### config.mk
export PLATFORM = sky130hd
export DESIGN_NAME = spi_slave_if_flat
export DESIGN_NICKNAME = d
export VERILOG_FILES = /design/src/rtl/spi_pkg.sv /design/src/rtl/spi_slave_if_if.sv /design/src/rtl/spi_tx_shifter.sv /design/src/rtl/spi_slave_if.sv /design/src/flat_wrapper.sv
export SDC_FILE = /design/constraint.sdc
export NUM_CORES = 1
export LEC_CHECK = 0
export BUFFER_PORTS_ARGS = -buffer_cell sky130_fd_sc_hd__buf_2
export CORE_MARGIN = 4
export CORE_UTILIZATION = 57
export DETAILED_ROUTE_END_ITERATION = 6
export PLACE_DENSITY = 0.86
export SLEW_MARGIN = 30
export SYNTH_ARGS = -nofsm -noshare
export SYNTH_HDL_FRONTEND = slang
export SYNTH_SLANG_ARGS = --single-unit
### constraint.sdc
create_clock -name clk -period 2.1 [get_ports clk]
set_input_delay 0.21 -clock clk [delete_from_list [all_inputs] [get_ports clk]]
set_output_delay 0.21 -clock clk [all_outputs]
set_load 0.01 [all_outputs]
### src/rtl/spi_pkg.sv
// spi_pkg: shared types and constants for the SPI slave front end.
//   FRAME_W / DATA_W : command-word and read-data widths
//   OP_*             : opcode values carried in frame bits [9:8]
//   state_t          : frame-handling FSM states
package spi_pkg;

    localparam int FRAME_W = 10;
    localparam int DATA_W  = 8;

    localparam logic [1:0] OP_WR_ADDR = 2'b00;
    localparam logic [1:0] OP_WR_DATA = 2'b01;
    localparam logic [1:0] OP_RD_ADDR = 2'b10;
    localparam logic [1:0] OP_RD_DATA = 2'b11;

    typedef enum logic [2:0] {
        IDLE,
        CHK_CMD,
        WRITE,
        READ_ADD,
        READ_DATA
    } state_t;

endpackage

### src/rtl/spi_slave_if_if.sv
// spi_slave_if_if: SPI pins plus the parallel handshake toward the memory block.
//   SS_n, MOSI, MISO   : serial side (sampled on the system clock)
//   rx_data, rx_valid  : completed command word and its one-cycle strobe
//   tx_data, tx_valid  : read byte from memory and its qualifier
//   modport slave      : the SPI front end
//   modport master     : the SPI master + memory side (testbench)
interface spi_slave_if_if;
    import spi_pkg::*;

    logic               SS_n;
    logic               MOSI;
    logic               MISO;
    logic [FRAME_W-1:0] rx_data;
    logic               rx_valid;
    logic [DATA_W-1:0]  tx_data;
    logic               tx_valid;

    modport slave (
        input  SS_n, MOSI, tx_data, tx_valid,
        output MISO, rx_data, rx_valid
    );

    modport master (
        output SS_n, MOSI, tx_data, tx_valid,
        input  MISO, rx_data, rx_valid
    );

endinterface

### src/rtl/spi_tx_shifter.sv
// spi_tx_shifter: parallel-load, MSB-first serialiser for read data.
//   clk, rst_n : system clock, async active-low reset
//   i_load     : capture i_data; first bit appears on o_serial one edge later
//   i_data     : byte to send
//   i_abort    : drop any transfer in progress, force o_serial low
//   o_serial   : serial output, 0 when idle
//   o_busy     : transfer in progress
module spi_tx_shifter
    import spi_pkg::*;
#(
    parameter int W = DATA_W
) (
    input  logic         clk,
    input  logic         rst_n,
    input  logic         i_load,
    input  logic [W-1:0] i_data,
    input  logic         i_abort,
    output logic         o_serial,
    output logic         o_busy
);

    localparam int CNT_W = $clog2(W + 1);

    logic [W-1:0]     r_shift;
    logic [CNT_W-1:0] r_cnt;
    logic             r_serial;

    always_ff @(posedge clk or negedge rst_n) begin
        if (!rst_n) begin
            r_shift  <= '0;
            r_cnt    <= '0;
            r_serial <= 1'b0;
        end else if (i_abort) begin
            r_shift  <= '0;
            r_cnt    <= '0;
            r_serial <= 1'b0;
        end else if (i_load) begin
            r_shift  <= i_data;
            r_cnt    <= CNT_W'(W);
            r_serial <= 1'b0;
        end else if (r_cnt != '0) begin
            r_serial <= r_shift[W-1];
            r_shift  <= {r_shift[W-2:0], 1'b0};
            r_cnt    <= r_cnt - CNT_W'(1);
        end else begin
            r_serial <= 1'b0;
        end
    end

    assign o_serial = r_serial;
    assign o_busy   = (r_cnt != '0);

endmodule

### src/rtl/spi_slave_if.sv
// spi_slave_if: SPI slave front end for the SPI-to-RAM memory block.
//   clk, rst_n : system clock, async active-low reset
//   bus        : spi_slave_if_if.slave (SS_n, MOSI, MISO, rx_data, rx_valid,
//                tx_data, tx_valid)
// Deserialises one 10-bit frame per SS_n assertion; on read-data frames waits
// for tx_valid and shifts the returned byte out on MISO.
//
//   state     | meaning
//   ----------+----------------------------------------------------------
//   IDLE      | SS_n high or waiting for it to fall
//   CHK_CMD   | sample frame bit 9, pick the frame type
//   WRITE     | shift bits 8..0 of a write frame, then ignore MOSI
//   READ_ADD  | shift bits 8..0 of a read-address frame, then ignore MOSI
//   READ_DATA | shift bits 8..0, then wait for tx_valid and drive MISO
module spi_slave_if
    import spi_pkg::*;
(
    input  logic          clk,
    input  logic          rst_n,
    spi_slave_if_if.slave bus
);

    localparam int CNT_W = $clog2(FRAME_W - 1);

    state_t             r_state;
    state_t             w_state_nxt;
    logic [FRAME_W-2:0] r_shift;
    logic [CNT_W-1:0]   r_bit_cnt;
    logic               r_frame_done;
    logic               r_tx_loaded;
    logic               r_rd_addr_seen;
    logic [FRAME_W-1:0] r_rx_data;
    logic               r_rx_valid;

    logic w_in_frame;
    logic w_last_bit;
    logic w_tx_load;
    logic w_tx_busy;
    logic w_miso;

    // Shifting states double as "frame received" states once r_frame_done is set.
    assign w_in_frame = (r_state inside {WRITE, READ_ADD, READ_DATA}) &&
                        !r_frame_done && !bus.SS_n;
    assign w_last_bit = w_in_frame && (r_bit_cnt == '0);
    assign w_tx_load  = (r_state == READ_DATA) && r_frame_done && !r_tx_loaded &&
                        !w_tx_busy && !bus.SS_n && bus.tx_valid;

    always_ff @(posedge clk or negedge rst_n) begin
        if (!rst_n) begin
            r_state <= IDLE;
        end else begin
            r_state <= w_state_nxt;
        end
    end

    always_comb begin
        w_state_nxt = r_state;
        if (bus.SS_n) begin
            w_state_nxt = IDLE;
        end else begin
            case (r_state)
                IDLE:    w_state_nxt = CHK_CMD;
                CHK_CMD: begin
                    if (!bus.MOSI)          w_state_nxt = WRITE;
                    else if (r_rd_addr_seen) w_state_nxt = READ_DATA;
                    else                    w_state_nxt = READ_ADD;
                end
                default: w_state_nxt = r_state;
            endcase
        end
    end

    always_ff @(posedge clk or negedge rst_n) begin
        if (!rst_n) begin
            r_shift        <= '0;
            r_bit_cnt      <= '0;
            r_frame_done   <= 1'b0;
            r_tx_loaded    <= 1'b0;
            r_rd_addr_seen <= 1'b0;
            r_rx_data      <= '0;
            r_rx_valid     <= 1'b0;
        end else begin
            r_rx_valid <= 1'b0;
            if (bus.SS_n) begin
                r_frame_done <= 1'b0;
                r_tx_loaded  <= 1'b0;
            end else begin
                if (r_state == CHK_CMD) begin
                    r_shift   <= {{(FRAME_W-2){1'b0}}, bus.MOSI};
                    r_bit_cnt <= CNT_W'(FRAME_W - 2);
                end
                if (w_in_frame) begin
                    r_shift <= {r_shift[FRAME_W-3:0], bus.MOSI};
                    if (w_last_bit) begin
                        r_rx_data    <= {r_shift, bus.MOSI};
                        r_rx_valid   <= 1'b1;
                        r_frame_done <= 1'b1;
                        if (r_state == READ_ADD)  r_rd_addr_seen <= 1'b1;
                        if (r_state == READ_DATA) r_rd_addr_seen <= 1'b0;
                    end else begin
                        r_bit_cnt <= r_bit_cnt - CNT_W'(1);
                    end
                end
                if (w_tx_load) begin
                    r_tx_loaded <= 1'b1;
                end
            end
        end
    end

    spi_tx_shifter #(.W(DATA_W)) u_tx (
        .clk      (clk),
        .rst_n    (rst_n),
        .i_load   (w_tx_load),
        .i_data   (bus.tx_data),
        .i_abort  (bus.SS_n),
        .o_serial (w_miso),
        .o_busy   (w_tx_busy)
    );

    assign bus.MISO     = w_miso;
    assign bus.rx_data  = r_rx_data;
    assign bus.rx_valid = r_rx_valid;

endmodule

### src/flat_wrapper.sv
// flat-port wrapper written by rule: the top's interface ports become plain ports
module spi_slave_if_flat import spi_pkg::*;
  (clk, rst_n, bus_SS_n, bus_MOSI, bus_tx_data, bus_tx_valid, bus_MISO, bus_rx_data, bus_rx_valid);
  spi_slave_if_if bus_i ();
  input  logic clk;
  input  logic rst_n;
  input wire logic [$bits(bus_i.SS_n)-1:0] bus_SS_n;
  input wire logic [$bits(bus_i.MOSI)-1:0] bus_MOSI;
  input wire logic [$bits(bus_i.tx_data)-1:0] bus_tx_data;
  input wire logic [$bits(bus_i.tx_valid)-1:0] bus_tx_valid;
  output wire logic [$bits(bus_i.MISO)-1:0] bus_MISO;
  output wire logic [$bits(bus_i.rx_data)-1:0] bus_rx_data;
  output wire logic [$bits(bus_i.rx_valid)-1:0] bus_rx_valid;
  assign bus_i.SS_n = bus_SS_n;
  assign bus_i.MOSI = bus_MOSI;
  assign bus_i.tx_data = bus_tx_data;
  assign bus_i.tx_valid = bus_tx_valid;
  assign bus_MISO = bus_i.MISO;
  assign bus_rx_data = bus_i.rx_data;
  assign bus_rx_valid = bus_i.rx_valid;
  spi_slave_if u_core (.clk(clk), .rst_n(rst_n), .bus(bus_i));
endmodule
==> out/results.ini, run 1 <==
[status]
status=complete, no violations

[power_and_ir_drop]
peakVddDrop_v=0.000699
leakage_uw=0.00120
power_frac_seq_pct=43.8
p_int_uw=1810
swShare_pct=35.1
power_frac_comb_pct=33.3
p_sw_uw=981
clockPowerShare_pct=22.9
cellPowerDensity_nw_per_um2=1210

[logic_synthesis]
ys_seq_area_share_pct=53.4
synthesis.area_um2=2020
yosysWarnings=0
postSynthAreaPerCell_um2=10.8
yosys.area.top_type=dfrtp_1
synth.top_cell.area_share_pct=53.4
synth_edf_count=0
synthArstFlopShare_pct=100
synth_seq_cells=43
yosysMostFrequentCell=dfrtp_1
synth_common_cells=dfrtp_1, nand2_1, nor2_1
synthFlopType=dfrtp_1
synth_cell_type_count=39
syn_nets=203
ys_top_cells_by_area=dfrtp_1, mux2_2, mux2i_1, nand2_1, nor2_1
syn-instance-count=186

[timing]
slew_headroom_pct=69.3
post-route-min-period_ps=1910
rsz0062_at_grt=false
maxSlewViolCount=0
timing.fmax_mhz=524
clock_skew_ps=17.0
worst_pin_slew_ps=457
tns_ps=0
fin_crit_sh_pct=90.9
hold_viol_final=0
finalSetupViolCount=0

[drt]
ant_nets=0
postRouteWirelength_um=4090
drc_errors=0
drt_iter0_drc=91
wire_per_inst_um=15.5
drtPass1Iterations=4
viasPerCell=5.57
vias=1465

[place]
routabilityCongestion=0.781
dp_hpwl_um=2730
io_buffer_count=24
placed_area_um2=2200

[floorplan]
dieArea_um2=4550
core_um2=3360
pin_count=25
std_cell_rows=21
start_util_pct=59.9
die_w_um=67.5
die_y_um=67.5

[critical_path]
endpoint_kind=register
worst-setup-path-type=register to register
cp_max_fo=12
cp.required_ps=2340
startpoint_type=register
worst-endpoint-arrival_ps=2150

[finish]
nets=233
area_growth_pct=14.8
diodes=0
finalInstanceArea_um2=2310
drive_gt1_share_pct=25.8

[global_routing]
grt_start_max_net_pins=19
grt_overflow=0
grt_pass1_wl_um=6910
grt_pass1_vias=1413
antenna_found_initial=0
grt_util_all_layers_pct=20.8

[clocking]
clockBufferDepth=2
htreeDepth=2
clockRootBuffer=clkbuf_4
clk_pin_slew_ps=130
post_cts_buffers=0
cts_sinks=43
cts_tree=built
clk_latency_ps=360
cts_inserted_buffers=5

[min_path]
min_path_type=input pin to register

[flow_run]
drv_cap=0

-- worst max-delay path, cell delays in order (launching register included) --
cell and delay [ps]:
dfrtp_1 460, or3b_4 450, nand4b_4 330, mux2i_1 220
a211oi_1 330
-- sequential cells by signal (all words and copies together), names as in the netlist --
name and cells:
u_core.r_rd_addr_seen 1, u_core.r_tx_loaded 1, u_core.u_tx.o_serial 1, u_core.u_tx.r_cnt 4, u_core.r_shift 9, u_core.r_state 3, u_core.bus.rx_data 10, u_core.r_frame_done 1
u_core.bus.rx_valid 1, u_core.r_bit_cnt 4, u_core.u_tx.r_shift 8
-- cells by family after synthesis --
kind of cell               after synthesis  synth area share [%]
DFF                                     43                  53.4
and+or+nand+nor                         67                  17.1
xor gates and xnor gates                 2                 0.869
AOI/OAI and AO/OA                       32                  11.2
muxes                                   21                  11.1
adders and majority gates                4                  2.48
buffers and inverters                   17                  3.85
-- area by class of cell --
| type | instances | area, µm² |
|---|---|---|
| clock buffers | 6 | 41.3 |
| well taps | 46 | 57.6 |
| multi-input cells | 126 | 867 |
| repair buffers | 32 | 183 |
| flip-flops and latches | 43 | 1080 |
| clock inverters | 2 | 60.1 |
| inverters | 8 | 30.0 |
| fillers | 273 | 1050 |
-- cells in the final DEF, fill, tap and decap left out, types with 5 or more instances in the layout --
cell	instances
a21oi_1	5
nand2b_1	6
nand2_1	23
a211oi_1	8
buf_2	24
clkbuf_4	5
buf_4	7
mux2_2	11
dfrtp_1	43
inv_1	8
o21ai_0	9
mux2i_1	10
nor2_1	19
-- final timing paths --
| path | start | endpoint | slack (ps) | depth (start not counted) |
|---|---|---|---|---|
| max | u_core.r_state[2] | u_core.u_tx.r_shift[1] | 190 | 4 |
| min | bus_tx_data[0] | u_core.u_tx.r_shift[0] | 80 | 3 |
| max reg2reg | u_core.r_state[2] | u_core.u_tx.r_shift[1] | 190 | 4 |
| min reg2reg | u_core.r_bit_cnt[0] | u_core.r_bit_cnt[0] | 510 | 1 |
| max in group asynchronous | rst_n | u_core.u_tx.r_shift[2] | 1300 | 3 |
| min in group asynchronous | rst_n | u_core.r_frame_done | 240 | 2 |
-- routing by layer --
metal  share of wire (%)  global-route usage, %  vias up
met2                  50                   33.0       34
met1                  45                   26.9      725
li1                    -                      -      699
met5                   0                      0        -
met4                 1.4                   7.85        0
met3                 4.3                   5.99        7
-- timing repair --
action                                 in CTS  in global routing
endpoints found under the hold margin      12                  0
hold buffers                                1                  0
resized for setup                           0                  0
setup endpoints to repair                   0                  0
-- power by group through the flow --
stage / registers (µW) / clock network (µW) / logic, µW
global placement: 1210 / 0 / 860
finish: 1220 / 640 / 931
floorplan: 1200 / 0 / 670
CTS: 1220 / 653 / 931
detailed placement: 1220 / 0 / 895
global route: 1250 / 690 / 1040
-- through the flow --
step	setup WS [ps]	instances	hold WS (ps)	power, µW	utilization [%]
6_report	191	263	84.9	2790	68.8
5_1_grt	29.8	263	85.0	2980	68.8
4_1_cts	213	263	82.0	2800	68.8
3_5_place_dp	267	254	118	2120	65.5
3_3_place_gp	351	254	117	2080	65.5
2_1_floorplan	404	186	-85.6	1870	-
(Power assumes the default switching activity.)
==> run 2: changes to the inputs <==
Settings changed: ABC_AREA set to 1, HOLD_SLACK_MARGIN set to 0.03, SKIP_LAST_GASP set to 1.
==> run 2 against run 1 <==
Net effect:
- routed wire length shrank 8.6%
- largest power group unchanged
- flip-flop and latch count is the same
- via count grew 9.0%
- clock skew shrank 5.5 ps
- first-iteration DRC count up 49%
- count of clock-buffer cells in the layout down 1
- critical path depth increased by 5
- design area shrank 3.0%
- fmax is 25% higher
- cell count increased by 16%
- area after synthesis fell by 0.62%
- clock power decreased by 34%
==> out/results.ini, run 2 <==
[logic_synthesis]
synth_common_cells=nand2_1, dfrtp_1, inv_1  ; was dfrtp_1, nand2_1, nor2_1
synthArstFlopShare_pct=100  ; unchanged
synthSimpleGateAreaFrac_pct=26.6  ; was 17.1%
synth_compound_area_share_pct=9.12  ; was 11.2%
synth_cell_type_count=25  ; was 39
synth.top_cell.area_share_pct=53.7  ; was 53.4%
synthesis.area_um2=2000  ; was 2020 µm²
synth_top_family_by_area=simple AND/OR/NAND/NOR gates  ; unchanged
postSynthAreaPerCell_um2=8.79  ; was 10.8 µm²
syn-instance-count=228  ; was 186
synth_edf_count=0  ; unchanged
syn_nets=245  ; was 203
ys_top_cells_by_area=dfrtp_1, nand2_1, inv_1, nand3_1, nand4_1  ; was dfrtp_1, mux2_2, mux2i_1, nand2_1, nor2_1
synth_xor_area_share_pct=0.874  ; was 0.869%
synthAdderAreaFrac_pct=2.50  ; was 2.48%
synthFlopType=dfrtp_1  ; unchanged
yosysWarnings=0  ; unchanged
synth_seq_cells=43  ; unchanged
muxShareOfSynthArea_pct=0  ; was 11.1%
yosysMostFrequentCell=nand2_1  ; was dfrtp_1
yosys.area.top_type=dfrtp_1  ; unchanged
ys_seq_area_share_pct=53.7  ; was 53.4%

[status]
status=complete, no violations  ; unchanged

[timing]
rsz0062_at_grt=false  ; unchanged
tns_ps=0  ; unchanged
post-route-min-period_ps=1530  ; was 1910 ps
worst_pin_slew_ps=356  ; was 457 ps
slew_headroom_pct=76.2  ; was 69.3%
fin_crit_sh_pct=73.0  ; was 90.9%
finalSetupViolCount=0  ; unchanged
fin_ws_ps=567  ; was 191 ps
timing.fmax_mhz=652  ; was 524 MHz
maxSlewViolCount=0  ; unchanged
clock_skew_ps=11.5  ; was 17.0 ps
hold_viol_final=0  ; unchanged

[finish]
largest_reg_flops=10  ; unchanged
finalInstanceArea_um2=2250  ; was 2310 µm²
final_common_cell=nand2_1  ; was dfrtp_1
diodes=0  ; unchanged
most-common-layout-cells=nand2_1, dfrtp_1, inv_1, buf_2, nand3_1  ; was dfrtp_1, buf_2, nand2_1, nor2_1, mux2_2
area_growth_pct=12.1  ; was 14.8%
layoutNonFillerInstCount=305  ; was 263
drive_gt1_share_pct=19.7  ; was 25.8%
nets=275  ; was 233

[floorplan]
die_w_um=67.3  ; was 67.5 µm
pin_count=25  ; unchanged
dieArea_um2=4530  ; was 4550 µm²
start_util_pct=59.6  ; was 59.9%
die_y_um=67.3  ; was 67.5 µm
std_cell_rows=21  ; unchanged
core_um2=3360  ; unchanged

[clocking]
cts_tree=built  ; unchanged
post_cts_buffers=0  ; unchanged
clk_latency_ps=360  ; about the same
clockRootBuffer=clkbuf_4  ; unchanged
clockBufferDepth=2  ; unchanged
cts_inserted_buffers=5  ; unchanged
hold_buffers=1  ; unchanged
cts_sinks=43  ; unchanged
htreeDepth=2  ; unchanged
clk_pin_slew_ps=140  ; was 130 ps
cts-resized-gates=0  ; unchanged

[global_routing]
grt.met1_usage_pct=26.5  ; was 26.9%
grt_pass1_vias=1470  ; was 1,413
grt_start_max_net_pins=23  ; was 19
met2_usage_pct=29.0  ; was 33.0%
antenna_found_initial=0  ; unchanged
grt_overflow=0  ; unchanged
grt_busiest_layer=met2  ; unchanged
grt_pass1_wl_um=6540  ; was 6910 µm
grtUsageMet3_pct=4.99  ; was 5.99%
grt_util_all_layers_pct=19.2  ; was 20.8%

[place]
io_buffer_count=24  ; unchanged
dp_hpwl_um=2730  ; about the same
pre_cts_slack_ps=575  ; was 267 ps
placed_cells=296  ; was 254
placed_area_um2=2170  ; was 2200 µm²
routabilityCongestion=0.825  ; was 0.781

[drt]
drtPass1Iterations=4  ; unchanged
drc_errors=0  ; unchanged
viasPerCell=5.24  ; was 5.57
postRouteWirelength_um=3740  ; was 4090 µm
wire_per_inst_um=12.2  ; was 15.5 µm
vias=1597  ; was 1,465
ant_nets=0  ; unchanged
drt_iter0_drc=136  ; was 91

[power_and_ir_drop]
p_sw_uw=806  ; was 981 µW
cellPowerDensity_nw_per_um2=960  ; was 1210 nW/µm²
power_frac_seq_pct=48.3  ; was 43.8%
clockPowerShare_pct=19.7  ; was 22.9%
swShare_pct=37.4  ; was 35.1%
power_frac_comb_pct=32.0  ; was 33.3%
p_int_uw=1350  ; was 1810 µW
leakage_uw=0.00121  ; was 0.00120 µW
peakVddDrop_v=0.000573  ; was 0.000699 V

[critical_path]
cp_max_fo=10  ; was 12
worst-setup-path-type=register to register  ; unchanged
cp.required_ps=2360  ; was 2340 ps
endpoint_kind=register  ; unchanged
startpoint_type=register  ; unchanged
worst-endpoint-arrival_ps=1800  ; was 2150 ps

[flow_run]
drv_cap=0  ; unchanged

[min_path]
min_path_type=input pin to register  ; unchanged

[run 2: power groups by stage]
stage,Combinational (µW),Clock (µW),Sequential [µW]
after floorplan,501,0,1060
after global placement,666,0,1050
after detailed placement,693,0,1060
after CTS,698,439,1040
after global routing,795,467,1060
final,690,424,1040
[run 2: final cells by class]
class / count / area (µm²)
Tap cell: 46 / 57.6
Inverter: 28 / 108
Timing Repair Buffer: 29 / 160
Multi-Input combinational cell: 151 / 783
Sequential cell: 43 / 1080
Clock buffer: 5 / 37.5
Clock inverter: 3 / 23.8
Fill cell: 299 / 1120
[run 2: layer usage]
| layer | wire [µm] | part of all wire, % |
|---|---|---|
| met5 | 0 | 0 |
| met4 | 55 | 1.5 |
| met2 | 1670 | 45 |
| met1 | 1760 | 47 |
| met3 | 247 | 6.6 |
[run 2: cells by family (layout without fill, tap and decap cells)]
kind of cell             Yosys count  count (layout)
AND/OR/NAND/NOR                  113             113
flip-flops                        43              43
XOR/XNOR                           2               2
adder cells (fa/ha/maj)            4               4
buffers and inverters             34              65
AO/OA/AOI/OAI                     32              32
[run 2: critical path, cell delays in order (launching register included)]
cell     delay (ps)
dfrtp_1         410
inv_1           130
ha_1            190
nand2_1          70
nor2_2          140
nand3_2         220
nand2_1         130
nand2_1          50
nand2_1          50
nand2_1          40
[run 2: per-stage QoR]
stage                     hold slack (ps)  total power [µW]  util (%)
after floorplan                     -85.6              1560         -
after global placement               80.8              1720      64.7
after detailed placement             83.2              1750      64.7
after CTS                            96.8              2180      66.8
after global routing                  122              2320      66.8
final                                 107              2160      66.8
[run 2: final timing paths]
check / startpoint / end / slack, ps / depth (start not counted)
min in group asynchronous: rst_n / u_core.bus.rx_data[7] / 210 / 2
worst max-delay path: u_core.u_tx.r_cnt[0] / u_core.u_tx.r_shift[2] / 570 / 9
worst min register to register: u_core.bus.rx_data[0] / u_core.bus.rx_data[0] / 490 / 2
worst min-delay path: bus_tx_data[0] / u_core.u_tx.r_shift[0] / 110 / 3
max in group asynchronous: rst_n / u_core.u_tx.r_shift[0] / 1360 / 3
worst max register to register: u_core.u_tx.r_cnt[0] / u_core.u_tx.r_shift[2] / 570 / 9
